### src/rtl/mips_core_pkg.sv
// Shared core types plus the branch-predictor table arbiter definitions.
package mips_core_pkg;

    localparam int unsigned ADDR_WIDTH        = 32;
    localparam int unsigned BP_MAX_INDEX_BITS = 16;

    typedef enum logic {
        NOT_TAKEN = 1'b0,
        TAKEN     = 1'b1
    } BranchOutcome;

    typedef logic [1:0] pht_counter_t;

    localparam pht_counter_t PHT_INIT = 2'b01;

    // Index is stored at the maximum supported width; users keep the low INDEX_BITS.
    typedef struct packed {
        logic [BP_MAX_INDEX_BITS-1:0] index;
        BranchOutcome                 outcome;
    } bp_update_t;

    typedef enum logic [1:0] {
        INIT   = 2'd0,
        RUN    = 2'd1,
        UPD_WR = 2'd2
    } bp_arb_state_t;

    function automatic pht_counter_t pht_next(input pht_counter_t c, input BranchOutcome o);
        if (o == TAKEN) begin
            return (c == 2'b11) ? c : c + 2'b01;
        end
        return (c == 2'b00) ? c : c - 2'b01;
    endfunction

endpackage

### src/rtl/bp_table_arbiter_update_fifo.sv
// Feedback queue: in-order FIFO of PHT updates, push and pop allowed together even when full.
module bp_update_fifo
    import mips_core_pkg::*;
#(
    parameter int unsigned DEPTH = 4
) (
    input  logic       clk,
    input  logic       rst_n,
    input  logic       i_push,
    input  bp_update_t i_data,
    input  logic       i_pop,
    output bp_update_t o_data,
    output logic       o_full,
    output logic       o_empty
);

    localparam int unsigned PW = $clog2(DEPTH);

    bp_update_t        mem_q [DEPTH];
    bp_update_t        mem_d [DEPTH];
    logic [PW-1:0]     wr_ptr_q, wr_ptr_d;
    logic [PW-1:0]     rd_ptr_q, rd_ptr_d;
    logic [PW:0]       count_q, count_d;

    always_comb begin
        mem_d    = mem_q;
        wr_ptr_d = wr_ptr_q;
        rd_ptr_d = rd_ptr_q;
        count_d  = count_q;
        if (i_push) begin
            mem_d[wr_ptr_q] = i_data;
            wr_ptr_d        = wr_ptr_q + PW'(1);
        end
        if (i_pop) begin
            rd_ptr_d = rd_ptr_q + PW'(1);
        end
        if (i_push && !i_pop) begin
            count_d = count_q + (PW+1)'(1);
        end else if (!i_push && i_pop) begin
            count_d = count_q - (PW+1)'(1);
        end
    end

    always_ff @(posedge clk or negedge rst_n) begin
        if (!rst_n) begin
            for (int unsigned i = 0; i < DEPTH; i++) begin
                mem_q[i] <= '0;
            end
            wr_ptr_q <= '0;
            rd_ptr_q <= '0;
            count_q  <= '0;
        end else begin
            mem_q    <= mem_d;
            wr_ptr_q <= wr_ptr_d;
            rd_ptr_q <= rd_ptr_d;
            count_q  <= count_d;
        end
    end

    assign o_data  = mem_q[rd_ptr_q];
    assign o_full  = (count_q == (PW+1)'(DEPTH));
    assign o_empty = (count_q == '0);

endmodule

### src/rtl/bp_table_arbiter.sv
// PHT port arbiter: clears the table, serves predictions first, and applies queued
// feedback as read-modify-write pairs.
module bp_table_arbiter
    import mips_core_pkg::*;
#(
    parameter int unsigned INDEX_BITS = 6,
    parameter int unsigned FIFO_DEPTH = 4
) (
    input  logic                  clk,
    input  logic                  rst_n,
    input  logic                  i_req_valid,
    input  logic [ADDR_WIDTH-1:0] i_req_pc,
    output logic                  o_req_ready,
    output logic                  o_pred_valid,
    output BranchOutcome          o_req_prediction,
    input  logic                  i_fb_valid,
    input  logic [ADDR_WIDTH-1:0] i_fb_pc,
    input  BranchOutcome          i_fb_outcome,
    output logic                  o_fb_drop,
    output logic [7:0]            o_drop_count,
    output logic                  o_init_done,
    output logic                  o_tbl_en,
    output logic                  o_tbl_we,
    output logic [INDEX_BITS-1:0] o_tbl_addr,
    output logic [1:0]            o_tbl_wdata,
    input  logic [1:0]            i_tbl_rdata
);

    localparam int unsigned        NUM_ENTRIES = 1 << INDEX_BITS;
    localparam logic [INDEX_BITS-1:0] LAST_IDX = INDEX_BITS'(NUM_ENTRIES - 1);

    bp_arb_state_t         state_q, state_d;
    logic                  arm_q, arm_d;
    logic [INDEX_BITS-1:0] init_idx_q, init_idx_d;
    logic [INDEX_BITS-1:0] upd_idx_q, upd_idx_d;
    BranchOutcome          upd_out_q, upd_out_d;
    logic                  pred_valid_q, pred_valid_d;
    BranchOutcome          pred_hold_q, pred_hold_d;
    logic                  init_done_q, init_done_d;
    logic [7:0]            drop_cnt_q, drop_cnt_d;

    logic                  fifo_push, fifo_pop, fifo_full, fifo_empty;
    bp_update_t            fifo_head, fb_entry;
    logic [INDEX_BITS-1:0] req_idx;
    logic                  unused_bits;

    assign req_idx  = i_req_pc[INDEX_BITS+1:2];
    assign fb_entry = '{index: BP_MAX_INDEX_BITS'(i_fb_pc[INDEX_BITS+1:2]), outcome: i_fb_outcome};

    assign unused_bits = ^{i_req_pc[ADDR_WIDTH-1:INDEX_BITS+2], i_req_pc[1:0],
                           i_fb_pc[ADDR_WIDTH-1:INDEX_BITS+2], i_fb_pc[1:0],
                           fifo_head.index[BP_MAX_INDEX_BITS-1:INDEX_BITS]};

    bp_update_fifo #(
        .DEPTH (FIFO_DEPTH)
    ) u_fifo (
        .clk     (clk),
        .rst_n   (rst_n),
        .i_push  (fifo_push),
        .i_data  (fb_entry),
        .i_pop   (fifo_pop),
        .o_data  (fifo_head),
        .o_full  (fifo_full),
        .o_empty (fifo_empty)
    );

    // Next state, table command and bookkeeping.
    always_comb begin
        state_d      = state_q;
        arm_d        = 1'b1;
        init_idx_d   = init_idx_q;
        upd_idx_d    = upd_idx_q;
        upd_out_d    = upd_out_q;
        pred_valid_d = 1'b0;
        init_done_d  = init_done_q;
        drop_cnt_d   = drop_cnt_q;
        fifo_pop     = 1'b0;
        o_tbl_en     = 1'b0;
        o_tbl_we     = 1'b0;
        o_tbl_addr   = '0;
        o_tbl_wdata  = '0;

        // Table data only belongs to us in the cycle after a prediction read.
        pred_hold_d  = pred_valid_q ? BranchOutcome'(i_tbl_rdata[1]) : pred_hold_q;

        case (state_q)
            INIT: begin
                if (arm_q) begin
                    o_tbl_en    = 1'b1;
                    o_tbl_we    = 1'b1;
                    o_tbl_addr  = init_idx_q;
                    o_tbl_wdata = PHT_INIT;
                    init_idx_d  = init_idx_q + INDEX_BITS'(1);
                    if (init_idx_q == LAST_IDX) begin
                        state_d     = RUN;
                        init_done_d = 1'b1;
                    end
                end
            end
            RUN: begin
                if (fifo_full || (!i_req_valid && !fifo_empty)) begin
                    fifo_pop   = 1'b1;
                    o_tbl_en   = 1'b1;
                    o_tbl_addr = INDEX_BITS'(fifo_head.index);
                    upd_idx_d  = INDEX_BITS'(fifo_head.index);
                    upd_out_d  = fifo_head.outcome;
                    state_d    = UPD_WR;
                end else if (i_req_valid) begin
                    o_tbl_en     = 1'b1;
                    o_tbl_addr   = req_idx;
                    pred_valid_d = 1'b1;
                end
            end
            UPD_WR: begin
                o_tbl_en    = 1'b1;
                o_tbl_we    = 1'b1;
                o_tbl_addr  = upd_idx_q;
                o_tbl_wdata = pht_next(i_tbl_rdata, upd_out_q);
                state_d     = RUN;
            end
            default: state_d = INIT;
        endcase

        // A full queue still accepts feedback when it is draining in the same cycle.
        fifo_push = i_fb_valid && (!fifo_full || fifo_pop);
        o_fb_drop = i_fb_valid && fifo_full && !fifo_pop;
        if (o_fb_drop && (drop_cnt_q != 8'hFF)) begin
            drop_cnt_d = drop_cnt_q + 8'd1;
        end
    end

    always_ff @(posedge clk or negedge rst_n) begin
        if (!rst_n) begin
            state_q      <= INIT;
            arm_q        <= 1'b0;
            init_idx_q   <= '0;
            upd_idx_q    <= '0;
            upd_out_q    <= NOT_TAKEN;
            pred_valid_q <= 1'b0;
            pred_hold_q  <= NOT_TAKEN;
            init_done_q  <= 1'b0;
            drop_cnt_q   <= '0;
        end else begin
            state_q      <= state_d;
            arm_q        <= arm_d;
            init_idx_q   <= init_idx_d;
            upd_idx_q    <= upd_idx_d;
            upd_out_q    <= upd_out_d;
            pred_valid_q <= pred_valid_d;
            pred_hold_q  <= pred_hold_d;
            init_done_q  <= init_done_d;
            drop_cnt_q   <= drop_cnt_d;
        end
    end

    assign o_req_ready      = (state_q == RUN) && !fifo_full;
    assign o_pred_valid     = pred_valid_q;
    assign o_req_prediction = pred_hold_d;
    assign o_init_done      = init_done_q;
    assign o_drop_count     = drop_cnt_q;

endmodule

### config.mk
export PLATFORM = sky130hd
export DESIGN_NAME = bp_table_arbiter
export DESIGN_NICKNAME = d
export VERILOG_FILES = /design/src/rtl/mips_core_pkg.sv /design/src/rtl/bp_table_arbiter_update_fifo.sv /design/src/rtl/bp_table_arbiter.sv
export SDC_FILE = /design/constraint.sdc
export NUM_CORES = 1
export LEC_CHECK = 0
export BUFFER_PORTS_ARGS = -buffer_cell sky130_fd_sc_hd__buf_2
export CAP_MARGIN = 30
export CORE_ASPECT_RATIO = 0.6
export CORE_MARGIN = 8
export CORE_UTILIZATION = 51
export DETAILED_ROUTE_END_ITERATION = 8
export HOLD_SLACK_MARGIN = 0.15
export PLACE_DENSITY = 0.89
export SYNTH_ARGS = -nofsm -noshare
export SYNTH_HDL_FRONTEND = slang
export SYNTH_HIERARCHICAL = 1
export SYNTH_SLANG_ARGS = --single-unit
### constraint.sdc
create_clock -name clk -period 2.5 [get_ports clk]
set_input_delay 0.5 -clock clk [delete_from_list [all_inputs] [get_ports clk]]
set_output_delay 0.5 -clock clk [all_outputs]
set_load 0.1 [all_outputs]
Word-level counts from Yosys, hierarchy flattened
Index checks and enable logic that the tools add are counted. W data, S select, Z words.

Logic and storage cells: 100. Register bits after elaboration: 102.

$add $sub $neg: 8. Multiplexer cells: 34. Order comparisons: 3. Reduce and logical (&&, ||, !) cells: 24. Bitwise operators: 2. Equal/unequal tests: 9.

Operator list (number): $bwmux W68 (1); $bmux W17 S2 (1); $demux W17 S2 (1); $mux W6 (3); $pmux W6 S3 (1); $mux W17 (1); $mux W2 (7); $mux W7 (2); $mux W1 (11); $logic_and A1 B1 Y1 (9); $add A8 B1 Y8 const B (1); $ne A8 B8 Y1 const B (1); $add A2 B1 Y2 const B (3); $add A6 B1 Y6 const B (1); $eq A6 B6 Y1 const B (1); $ge A3 B3 Y1 const B (2); $mux W3 (2); $ne A2 B2 Y1 const B (3); $not A2 Y3 (2); $pmux W2 S3 (1); $reduce_and A3 Y1 (2); $logic_not A1 Y1 (5); $eq A2 B2 Y1 const B (2); $logic_not A2 Y1 (2); other kinds (13) (15).

Longest topological paths before layout
Gate-level depths: netlist of run 1.

Depth in word-level cells: 12. Depth in mapped cells: 12. Mapped depth without buffers: 11.

By module
The synthesis of run 1 kept the hierarchy.

Modules (own cells, without submodules): bp_update_fifo (times used 1, sequential area each 1876.8 µm², area an instance 3538.4 µm², cells an instance 196); bp_table_arbiter (times used 1, sequential area each 675.6 µm², area an instance 1390.1 µm², cells an instance 128).

Worst setup path after synthesis of run 1
OpenSTA, ideal clock, no wires.

Path type: register to output. From: register u_fifo.count_q[2]. To: output port o_tbl_addr[0]. Arrival: 3.125 ns. Path buffers: 1. Stages on the path, launching flop included: 6. Data required time: 2.000 ns. Path slack: -1.125 ns. Path through: dfrtp_1 nor3b_1 nor2_1 and2_1 clkbuf_1 a221o_1.

Elaborated cells on any way between the ends: 7. Those cells by class: eq/ne (1); mux (2); reduce/logical (4).

RTL lines: from (decl) (RTL line bp_table_arbiter_update_fifo.sv:23) `logic [PW:0] count_q, count_d;`; from (signal assigned) (RTL line bp_table_arbiter_update_fifo.sv:56) `count_q <= count_d;`; $eq A3 B3 Y1 (RTL line bp_table_arbiter_update_fifo.sv:61) `assign o_full = (count_q == (PW+1)'(DEPTH));`; net fifo_full (RTL line bp_table_arbiter.sv:42) `logic fifo_push, fifo_pop, fifo_full, fifo_empty;`; $logic_or A1 B1 Y1 (RTL line bp_table_arbiter.sv:101) `if (fifo_full || (!i_req_valid && !fifo_empty)) begin`; $mux W6 (RTL line bp_table_arbiter.sv:101); $pmux W6 S3 (RTL line bp_table_arbiter.sv:86) `case (state_q)`; to (decl) (RTL line bp_table_arbiter.sv:24) `output logic [INDEX_BITS-1:0] o_tbl_addr,`.

The timed path passes the listed nets, and every way through them passes these cells.

Worst setup path after layout of run 1
From: register u_fifo.count_q[1]. To: output port o_tbl_addr[4].

Longest elaborated chain between the ends: 6. Elaborated cells on any way between the ends: 7. Those cells by class: eq/ne (1); mux (2); reduce/logical (4).

RTL lines: $logic_not A3 Y1 (RTL line bp_table_arbiter_update_fifo.sv:62) `assign o_empty = (count_q == '0);`; net fifo_empty (RTL line bp_table_arbiter.sv:42); $logic_not A1 Y1 (RTL line bp_table_arbiter.sv:101); $logic_and A1 B1 Y1 (RTL line bp_table_arbiter.sv:101); $logic_or A1 B1 Y1 (RTL line bp_table_arbiter.sv:101); $mux W6 (RTL line bp_table_arbiter.sv:101); $pmux W6 S3 (RTL line bp_table_arbiter.sv:86).

The timed path passes the listed nets, and every way through them passes these cells.

==> results of run 1 <==
-- path summary, 6_finish.rpt --
kind | endpoint | slack [ps] | depth (start not counted)
worst min-delay path | u_fifo/mem_q[23] | 430 | 2
max in group asynchronous | u_fifo/rd_ptr_q[0] | 1250 | 3
worst max-delay path | o_tbl_addr[4] | -40 | 7
min in group asynchronous | u_fifo/count_q[2] | 660 | 2
worst max register to register | u_fifo/count_q[1] | 330 | 9
worst min register to register | o_init_done | 470 | 1
-- worst max-delay path, stage by stage (launching register included) --
cell and delay [ps]:
sky130_fd_sc_hd__dfrtp_2 440, sky130_fd_sc_hd__nor3_2 260, sky130_fd_sc_hd__nor2_2 90, sky130_fd_sc_hd__nor2_4 130, sky130_fd_sc_hd__nor2_4 60, sky130_fd_sc_hd__buf_6 140
sky130_fd_sc_hd__a221o_4 410, sky130_fd_sc_hd__buf_12 170
-- cell usage in the layout, fill, tap and decap left out, types with 5 or more instances in the layout --
| master | n |
|---|---|
| sky130_fd_sc_hd__xor2_1 | 7 |
| sky130_fd_sc_hd__nor2_1 | 10 |
| sky130_fd_sc_hd__xnor2_1 | 7 |
| sky130_fd_sc_hd__mux2_2 | 22 |
| sky130_fd_sc_hd__dfrtp_1 | 59 |
| sky130_fd_sc_hd__mux4_2 | 6 |
| sky130_fd_sc_hd__mux2_4 | 10 |
| sky130_fd_sc_hd__and3_1 | 5 |
| sky130_fd_sc_hd__buf_12 | 9 |
| sky130_fd_sc_hd__clkbuf_8 | 11 |
| sky130_fd_sc_hd__buf_4 | 12 |
| sky130_fd_sc_hd__nand2_1 | 9 |
| sky130_fd_sc_hd__inv_1 | 6 |
| sky130_fd_sc_hd__mux2_1 | 10 |
| sky130_fd_sc_hd__ha_1 | 7 |
| sky130_fd_sc_hd__a22oi_1 | 5 |
| sky130_fd_sc_hd__buf_2 | 34 |
| sky130_fd_sc_hd__a221o_4 | 5 |
-- sequential cells by signal, summed over array words and instances, names as in the netlist --
signal and count:
u_fifo/mem_q 28, o_drop_count 8, init_idx_q 6, upd_idx_q 6
u_fifo/count_q 3, state_q 2, u_fifo/rd_ptr_q 2, u_fifo/wr_ptr_q 2
arm_q 1, o_init_done 1, o_pred_valid 1, pred_hold_q 1
upd_out_q 1
-- power by group through the flow --
stage                     Combinational (mW)  Clock [mW]  Sequential (mW)
after floorplan                         2.52           0             1.94
after CTS                               3.54       0.912             1.86
after detailed placement                3.37           0             1.86
final                                   3.64       0.888             1.85
after global routing                    3.85       0.951             1.91
after global placement                  3.28           0             1.81
-- metal layers --
| layer | vias up | wire length, µm |
|---|---|---|
| li1 | 950 | - |
| met1 | 1030 | 3049 |
| met2 | 61 | 3187 |
| met3 | 10 | 426 |
| met4 | 0 | 112 |
| met5 | - | 0 |
-- per-stage QoR --
stage / total power [mW] / utilization, %
detailed placement: 5.232 / 59.30
floorplan: 4.457 / -
global placement: 5.096 / 59.30
finish: 6.376 / 64.89
CTS: 6.317 / 63.99
global route: 6.706 / 64.89
-- area by class of cell --
class | instances | area, µm²
Clock buffer | 13 | 158.9
Clock inverter | 3 | 42.54
Fill cell | 474 | 2107
Inverter | 6 | 22.52
Multi-Input combinational cell | 151 | 1514
Sequential cell | 62 | 1555
Tap cell | 84 | 105.1
Timing Repair Buffer | 60 | 495.5
-- repair_timing --
item                                    in CTS  in global routing
gates cloned                                 0                  0
hold endpoints to repair                    20                  0
endpoints found under the setup margin       6                  6
gates resized for setup                     19                  3
hold buffers                                 1                  0
pin swaps                                    7                  6
buffers inserted                             7                  4
==> impl.org, run 1 <==
** Timing
- In this run the tightest slew margin relative to its limit is 66.58%.
- Fmax achieved :: 393.1 MHz
- Sum of negative setup slack :: -168.7 ps
- Final setup violation count :: 5
- Hold is met by 433.7 ps.
- For the final database, setup skew stands at 9.942 ps.
- Shortest clock period the worst path allows after layout :: 2544 ps
- In the post-route analysis, the smallest setup slack over all paths is -43.85 ps.
- RSZ-0062 raised after global routing :: yes
- Final Hold Fails :: 0
- The max-slew violation total from the final report came to 0.
- Slew at the pin closest to its max-slew limit :: 501.3 ps
- Tcrit/Tclk final :: 101.8%

** Power and ir drop
- Combinational logic is responsible for 57.1% of the overall power.
- Internal power comes to 3.506 mW.
- Of the total power, registers draw 29.0%.
- In this run the power density over the cells is 1637 nW/µm².
- In this run the power spent charging and discharging nets is 2.870 mW.
- VDD sags by at most 1.005 mV.
- Switching Share :: 45.01%
- The share of total power dissipated in the clock network is 13.9%.
- Static leakage :: 1.840 nW

** Routing
- Avg WL per Cell :: 17.88 µm
- In this run, the number of DRC markers left after iteration 0 of detailed routing was 71.
- Dividing the detail-routed via count by the number of cells gives 5.412.
- Number of nets with antenna violations after routing :: 0
- After detailed routing, the number of remaining DRC violations is 0.
- The first TritonRoute pass finished after 4 iterations.
- Via count :: 2051
- The routed design has 6.776 mm of wire.

** Floorplan
- Chip Width :: 117.0 µm
- Std cell rows :: 22
- Standard cell core area :: 6001 µm²
- The die is 76.59 µm tall.
- Once the floorplan was initialized, standard cells occupied 52.00% of the core.
- During I/O placement, the number of pins put on the boundary was 94.
- Die outline area :: 8960 µm²

** Clock tree
- The H-tree generated during clock tree synthesis spans 3 levels.
- Clock tree synthesis inserted a total of 9 buffers.
- The clock passes through at most 2 buffers.
- After clock tree synthesis, the clock-pin slew on the worst setup and hold paths is 70 ps.
- CTS placed an instance of sky130_fd_sc_hd__clkbuf_8 at the clock tree root.
- Counting every sink on the clock net gives 62.
- TritonCTS clock tree :: built
- Clock latency on the worst-skew pair :: 340 ps

** Run
- Max cap viols :: 0

** Synthesis
- The number of nets in the synthesized netlist is 312.
- Total of warnings raised by yosys :: 6
- The mapped netlist covers 3120 µm².
- Average instance area after synthesis :: 13.39 µm²
- Synthesis produced 233 cells.

** Worst setup path
- Critical path launch point :: u_fifo/count_q[1]
- The worst setup path is captured at a primary output.
- CP arrival :: 2040 ps
- At the worst endpoint, the required time is 2000 ps.
- In this run the worst path has a maximum fanout of 8.
- CP Launch Type :: flip-flop
- Kind of critical path :: flip-flop to primary output
- In this run the critical register-to-register path is launched from u_fifo/count_q[0].

** Placement
- Gp weighted congestion :: 0.8283
- Summing all placed instances gives a cell area of 3558 µm².
- Before CTS, the worst setup slack after placement is 22.65 ps.
- Cell count after placement :: 351
- Summed over all nets, the half-perimeter wirelength after detailed placement is 4.715 mm.
- Port-buffer cells :: 41

** GRT
- Global-route wire length before repair :: 11.08 mm
- Global-route layer with the greatest usage :: met2
- The number of antenna violations at the first check in global routing came to 0.
- Entering global routing, the biggest net connects 43 pins.
- Residual overflow from global routing :: 0
- GR Util met1 :: 20.94%
- Global routing used 16.21% of the available tracks across all layers.
- For this run, global-route usage on met2 was measured as 23.99%.
- M3 GR Usage :: 5.063%
- Number of global-route vias before repair :: 2189

** Min path
- In this run the most critical hold path is launched from i_fb_pc[7].
- Worst min path class :: primary input to flip-flop

** Status
- Violated checks :: setup timing
- The run finished, with violations left.

** Cells and area
- At the end of the flow, the number of nets in the layout was 369.
- Once layout is complete, the cells apart from fillers number 379.
- After routing the design area is 3894 µm².
- Relative to the synthesized area, the layout overhead comes to 24.78%.
- Share of final-layout standard cells stronger than drive strength 1 :: 45.08%
- The repair_antennas step left the layout with diodes totalling 0.
(Power assumes the default switching activity.)
==> run 2, diff against run 1 <==
--- a/config.mk
+++ b/config.mk
@@ -13,6 +13,7 @@
 export DETAILED_ROUTE_END_ITERATION = 8
 export HOLD_SLACK_MARGIN = 0.15
 export PLACE_DENSITY = 0.89
+export SETUP_SLACK_MARGIN = 0.1
 export SYNTH_ARGS = -nofsm -noshare
 export SYNTH_HDL_FRONTEND = slang
 export SYNTH_HIERARCHICAL = 1
==> run 2 against run 1 <==
The flow still finishes with violations (setup timing). Worst setup slack got worse by 6.1 ps. First-iteration DRC count up 30%. Register-to-register slack worse by 70 ps. Largest cell class unchanged. Largest power group unchanged.
==> impl.org, run 2 (synthesis gave the netlist of run 1 again) <==
** Timing
- Final setup violation count :: 4
- The count of endpoints failing hold in the final timing report is 0.
- On the final layout, the worst clock skew is 7.440 ps.
- Hold timing on the final database bottoms out at a slack of 143.8 ps.
- Pins Over Slew Limit :: 0
- Subtracting the final worst setup slack from the clock period gives 2550 ps.
- Across all setup checks in the final design, the least slack found is -49.94 ps.
- Of the available clock period, the critical path in the final layout requires 102.0%.
- Setup repair after global routing could not meet its margin everywhere.
- Fmax achieved :: 392.2 MHz

** Routing
- Drt first pass iters :: 4
- After detailed routing, the number of vias per cell comes to 5.359.
- Initial DRC count :: 92
- In the final routed layout, each cell accounts on average for 17.41 µm.
- Number of nets with antenna violations after routing :: 0
- Via count :: 2047
- Final wirelength :: 6.652 mm
- For this run, design rule violations remaining after detail routing come to 0.

** GRT
- Number of global-route vias before repair :: 2088
- Initial antenna violation count :: 0
- Global-route wire length before repair :: 10.82 mm
- After global routing the overflow that remains totals 0.
- Overall routing resource usage :: 15.77%
- Pin count of the biggest net entering global routing :: 63

** Clock tree
- The tree is rooted in a sky130_fd_sc_hd__clkbuf_8.
- TritonCTS buffer count :: 9
- Maximum clock insertion buffer count :: 2
- TritonCTS clock tree :: built
- Clock latency on the worst-skew pair :: 340 ps
- The H-tree generated during clock tree synthesis spans 3 levels.
- The clock net in this run drives a total of 62 sinks.
- CTS clk-pin slew, worst paths :: 70 ps
- Hold-fix buffers, CTS :: 0

** Cells and area
- Once layout is done, the placed cells without fillers occupy 3884 µm².
- Diode insertion count for antenna repair :: 0
- Number of flip-flops under the largest register name :: 28
- Final non-filler cell total :: 382
- Most common cell after layout, fill and taps aside :: sky130_fd_sc_hd__dfrtp_1
- Share of the core filled with cells :: 64.72%
- Register name with the most flops :: u_fifo/mem_q
- After the last flow step, the layout net total stands at 372.
- Share of final-layout standard cells stronger than drive strength 1 :: 47.32%
- The top cell types in the final layout, fill and taps aside, are 58 x sky130_fd_sc_hd__dfrtp_1, 33 x sky130_fd_sc_hd__buf_2, 22 x sky130_fd_sc_hd__mux2_2, 17 x sky130_fd_sc_hd__buf_4, 13 x sky130_fd_sc_hd__clkbuf_8.
- P&R area growth vs syn :: 24.46%

** Placement
- In this run, placement finished with an instance count of 351.
- Detailed placement ended at an HPWL of 4.500 mm.
- In this run the cell area measured after placement is 3513 µm².
- Gp weighted congestion :: 0.8195
- Port-buffer cells :: 41

** Power and ir drop
- Switching power :: 2.852 mW
- Sequential cells account for 29.0% of the total power.
- The clock network burns 14.7% of the power.
- Static leakage :: 1.855 nW
- Net switching is 44.65% of the power.
- Internal power comes to 3.535 mW.
- Power per standard cell area :: 1645 nW/µm²
- The share of total power dissipated in combinational logic is 56.3%.
- Across the VDD grid, the largest voltage drop is 1.073 mV.

** Worst setup path
- Cell Chain, Critical Path :: nor3_4, nor2_2, nor2_2, nor2_4, buf_6, a221o_4, buf_12
- Worst EP required :: 2000 ps
- CP Launch Type :: flip-flop
- Origin of the critical flop-to-flop path :: u_fifo/count_q[2]
- FF-to-FF End :: u_fifo/count_q[2]
- Counting cells, the worst reg-to-reg path comes to 9.
- For this run, the slowest stage of the critical path takes 440 ps.
- CP max stage cell :: sky130_fd_sc_hd__dfrtp_2
- Internal reg-to-reg setup slack :: 260 ps
- Most used cell along the critical path :: sky130_fd_sc_hd__nor2_2
- By startpoint and endpoint, the worst setup path is classified as flip-flop to primary output.
- CP Capture Type :: primary output
- In this run the worst path has a maximum fanout of 5.
- At the worst endpoint, the arrival time is 2050 ps.

** Floorplan
- The initialized floorplan defines 22 standard-cell rows.
- Once the floorplan was initialized, standard cells occupied 52.00% of the core.
- From bottom edge to top edge, the die measures 76.59 µm.
- The core region is 6001 µm².
- Chip Width :: 117.0 µm
- The die covers 8960 µm².
- I/O pin cnt :: 94

** Status
- Outcome :: finished, violations left
- The final reports fail on setup timing.

** Run
- Max-cap violations in this run came to 0.

** Min path
- The worst hold path belongs to the class primary input to asynchronous set/reset pin.
[run 2: area by class of cell]
type | count | area [µm²]
repair buffers | 63 | 501.7
flip-flops and latches | 62 | 1556
multi-input cells | 151 | 1479
well taps | 84 | 105.1
inverters | 6 | 22.52
fillers | 483 | 2117
clock buffers | 13 | 178.9
clock inverters | 3 | 40.04
[run 2: repair_timing]
action,4_1_cts,5_1_grt
buffers inserted,8,7
pin swaps,7,5
setup endpoints to repair,6,8
resized for setup,15,7
[run 2: worst max-delay path by stage]
stage	startpoint	to	depth (start not counted)
2_1_floorplan	state_q[1]	o_tbl_addr[0]	5
3_3_place_gp	u_fifo/rd_ptr_q[0]	o_tbl_addr[1]	3
3_5_place_dp	u_fifo/rd_ptr_q[0]	o_tbl_addr[1]	3
4_1_cts	u_fifo/rd_ptr_q[0]	o_tbl_addr[4]	4
5_1_grt	u_fifo/count_q[0]	o_tbl_addr[1]	7
6_report	u_fifo/count_q[0]	o_tbl_addr[1]	7
[run 2: critical path, delay by kind of cell (launching register included)]
family | cells | cell delay [ps]
AND/OR/NAND/NOR | 4 | 550
buffers and inverters | 2 | 300
AO/OA/AOI/OAI | 1 | 400
flip-flops | 1 | 440
[run 2: power groups by stage]
stage	Sequential [mW]	Clock [mW]	Combinational, mW
after floorplan	1.94	0	2.47
after global placement	1.81	0	3.22
after detailed placement	1.85	0	3.30
after CTS	1.84	0.973	3.47
after global routing	1.91	1.01	3.81
final	1.85	0.940	3.60
[run 2: through the flow]
stage | worst slack, ps | setup TNS, ps | total power [mW]
6_report | -49.94 | -150.6 | 6.387
5_1_grt | -153.2 | -680.4 | 6.731
4_1_cts | -34.52 | -73.06 | 6.289
3_5_place_dp | 100.6 | 0 | 5.155
3_3_place_gp | 115.5 | 0 | 5.036
2_1_floorplan | -245.3 | -245.3 | 4.410
[run 2: metal layers]
metal	vias to the layer above	GRT usage, %	share of wire (%)
li1	956	-	-
met1	1023	21.67	47
met2	54	22.16	45
met3	14	6.013	6.4
met4	0	5.210	1.7
met5	-	0	0
==> run 3, diff against run 2 <==
--- a/config.mk
+++ b/config.mk
@@ -12,7 +12,7 @@
 export CORE_UTILIZATION = 51
 export DETAILED_ROUTE_END_ITERATION = 8
 export HOLD_SLACK_MARGIN = 0.15
-export PLACE_DENSITY = 0.89
+export PLACE_DENSITY = 0.74
 export SETUP_SLACK_MARGIN = 0.1
 export SYNTH_ARGS = -nofsm -noshare
 export SYNTH_HDL_FRONTEND = slang
==> run 3 against run 2 <==
The flow now finishes without violations. Non-clock buffer count decreased by 1. Sequential share of layout area down 0.34 points. Worst setup slack better by 70 ps. Register-to-register slack hardly changed. Wire length decreased by 0.81%. Worst hold slack improved by 300 ps. Via count is essentially flat. First-iteration DRC count rose by 12%. Sequential power is essentially flat. Cell count fell by 0.26%. Maximum frequency is 2.8% higher. Critical path depth is the same. Largest power group unchanged.
==> impl.org, run 3 (synthesis gave the netlist of run 1 again) <==
** Status
- Outcome :: finished, final reports clean

** Timing
- Final setup violation count :: 0
- Tcrit/Tclk final :: 99.21%
- Pins Over Slew Limit :: 0
- Worst Hold Margin :: 442.8 ps
- Worst setup skew after layout :: 6.815 ps
- At the pin with the least slew margin, the transition time is 568.8 ps.
- Fmax achieved :: 403.2 MHz
- RSZ-0062 raised after global routing :: yes
- Headroom to the max-slew limit came out at 62.08%.
- Shortest clock period the worst path allows after layout :: 2480 ps
- The count of endpoints failing hold in the final timing report came to 0.

** Cells and area
- The library cell used most frequently in the layout, excluding fill and tap cells, is sky130_fd_sc_hd__dfrtp_1.
- Share of the core filled with cells :: 65.22%
- Highest-count cells in the layout ignoring fill and taps :: 59 x sky130_fd_sc_hd__dfrtp_1, 34 x sky130_fd_sc_hd__buf_2, 22 x sky130_fd_sc_hd__mux2_2, 15 x sky130_fd_sc_hd__buf_4, 11 x sky130_fd_sc_hd__clkbuf_8
- Diode insertion count for antenna repair :: 0
- Counting the fill cells in the layout gives 477.
- P&R area growth vs syn :: 25.42%
- Final non-filler cell total :: 381
- Of the cells placed in the final design, the portion with a size suffix greater than 1 is 45.79%.
- Number of flip-flops under the largest register name :: 28
- For this run, the post-layout net count is 371.
- Register name with the most flops :: u_fifo/mem_q

** Routing
- For this block, the routed nets add up to 6.598 mm of wire.
- The detail route stage leaves a number of antenna-violating nets equal to 0.
- Routed via count divided by cell count :: 5.370
- The first routing iteration left 103 violations.
- Drt first pass iters :: 4
- Dividing the detail-routed wire length by the instance count gives 17.32 µm.
- Via count :: 2046
- DRC violation count after routing :: 0

** Power and ir drop
- The share of total power dissipated in combinational logic is 55.0%.
- Net switching is 43.70% of the power.
- The worst-case IR drop observed on VDD is 0.8203 mV.
- In this run the power spent charging and discharging nets is 2.850 mW.
- The share of total power dissipated in the clock network is 16.8%.
- Per report_power, the sequential group accounts for 28.2% of the total.
- Internal Power :: 3.672 mW
- Static leakage :: 1.860 nW
- For this design the ratio of total power to cell area is 1666 nW/µm².

** Worst setup path
- CP arrival :: 1980 ps
- CP max stage cell :: sky130_fd_sc_hd__dfrtp_2
- In this design, the stage delay of the slowest critical-path cell is 460 ps.
- The cell family contributing the most delay on the critical path is flip-flops.
- Crit path max fanout :: 4
- The number of buffers and inverters on the critical path is 2.
- Most used cell along the critical path :: sky130_fd_sc_hd__nor2_4
- Traced cell by cell, the critical path runs through nor3_4, nor2_4, nor2_4, nor2_2, buf_4, a221o_2, buf_12.
- By startpoint and endpoint, the worst setup path is classified as flip-flop to primary output.
- CP Capture Type :: primary output
- CP Launch Type :: flip-flop
- Worst EP required :: 2000 ps

** Placement
- Port buffering added 41 buffers.
- Gp weighted congestion :: 0.7546
- After detailed placement, the design holds a cell count of 351.
- Detailed placement finished with a half-perimeter wire length of 4.366 mm.

** GRT
- The via count of the first global-routing pass was 2025.
- The number of antenna violations at the first check in global routing is 0.
- Entering global routing, the biggest net connects 40 pins.
- Residual overflow from global routing :: 0
- The first global-routing pass estimated 10.62 mm of wire.
- For this run, the total global-route usage over all layers was measured as 15.50%.

** Floorplan
- Once the floorplan was initialized, standard cells occupied 52.00% of the core.
- Std cell rows :: 22
- The floorplan step defined a core boundary enclosing 6001 µm².
- I/O pin cnt :: 94
- Chip Width :: 117.0 µm
- Measured along the y axis, the die boundary spans 76.59 µm.
- Die outline area :: 8960 µm²

** Clock tree
- H-tree Lvls :: 3
- Root Driver :: sky130_fd_sc_hd__clkbuf_8
- No sink is reached through more buffers than the 2 on the longest clock path.
- TritonCTS sink count :: 62
- The number of clock buffers added by TritonCTS is 9.
- For the worst-skew pair, the clock arrives at the later sink with an insertion delay of 340 ps.
- After clock tree synthesis, the clock-pin slew on the worst setup and hold paths is 70 ps.
- TritonCTS clock tree :: built

** Run
- The tool flagged a number of max-cap violations equal to 0.

** Min path
- In this run the worst hold path is classified as primary input to flip-flop.
## run 3: changes by cell type in the layout (fill, tap and decap cells not counted), sizes merged
cell and delta:
bufinv +2, dlygate4sd3 +1, clkbuf -2, clkinv -2
## run 3: final timing paths
path,depth (start not counted),from,to,slack (ps)
worst min register to register,1,o_init_done,o_init_done,460
worst min-delay path,2,i_fb_pc[3],u_fifo/mem_q[19],440
min in group asynchronous,2,rst_n,state_q[1],680
worst max-delay path,7,u_fifo/count_q[1],o_tbl_addr[2],20
worst max register to register,10,u_fifo/count_q[2],u_fifo/count_q[2],270
max in group asynchronous,3,rst_n,u_fifo/rd_ptr_q[0],1210
## run 3: what timing repair did
item	CTS	global route
setup endpoints to repair	6	7
hold endpoints to repair	23	0
gates cloned	1	0
hold buffers	1	0
pin swaps	8	7
setup buffers	8	4
resized for setup	13	10
## run 3: area by class of cell
cell class,count,area [µm²],share of cell area [%]
multi-input combinational,151,1484,37.92
timing repair buffer,62,498.0,12.72
sequential,62,1555,39.74
clock buffer,13,158.9,4.060
inverter,6,22.52,0.5754
tap,84,105.1,2.685
clock inverter,3,90.09,2.302
## run 3: power by group through the flow
stage          Combinational (mW)  Clock, mW  Sequential, mW
6_report                     3.59       1.10            1.84
5_1_grt                      3.79       1.17            1.90
4_1_cts                      3.52       1.13            1.82
3_5_place_dp                 3.32          0            1.84
3_3_place_gp                 3.25          0            1.82
2_1_floorplan                2.47          0            1.94
## run 3: routing by layer
metal | part of all wire (%) | global-route usage, % | vias up
li1 | - | - | 951
met1 | 49 | 20.83 | 1041
met2 | 44 | 22.39 | 47
met3 | 6.1 | 4.905 | 7
met4 | 0.97 | 6.480 | 0
met5 | 0 | 0 | -
## run 3: through the flow
step	worst slack, ps	power (mW)	instance area [µm²]	TNS [ps]
CTS	-31.86	6.469	3847	-98.55
detailed placement	78.60	5.156	3513	0
floorplan	-245.3	4.410	3164	-245.3
global placement	97.35	5.067	3513	0
global route	-43.90	6.860	3914	-189.9
finish	19.87	6.521	3914	0
## run 3: worst reg2reg max path: stages, from the launching register on
cell                       delay [ps]
sky130_fd_sc_hd__dfrtp_1          430
sky130_fd_sc_hd__nor3b_4          190
sky130_fd_sc_hd__buf_6            130
sky130_fd_sc_hd__buf_4            130
sky130_fd_sc_hd__a21boi_1         190
sky130_fd_sc_hd__ha_1             220
sky130_fd_sc_hd__inv_1             70
sky130_fd_sc_hd__fa_1             370
sky130_fd_sc_hd__xor2_1           170
sky130_fd_sc_hd__nor2_1           110
sky130_fd_sc_hd__xor2_1           160
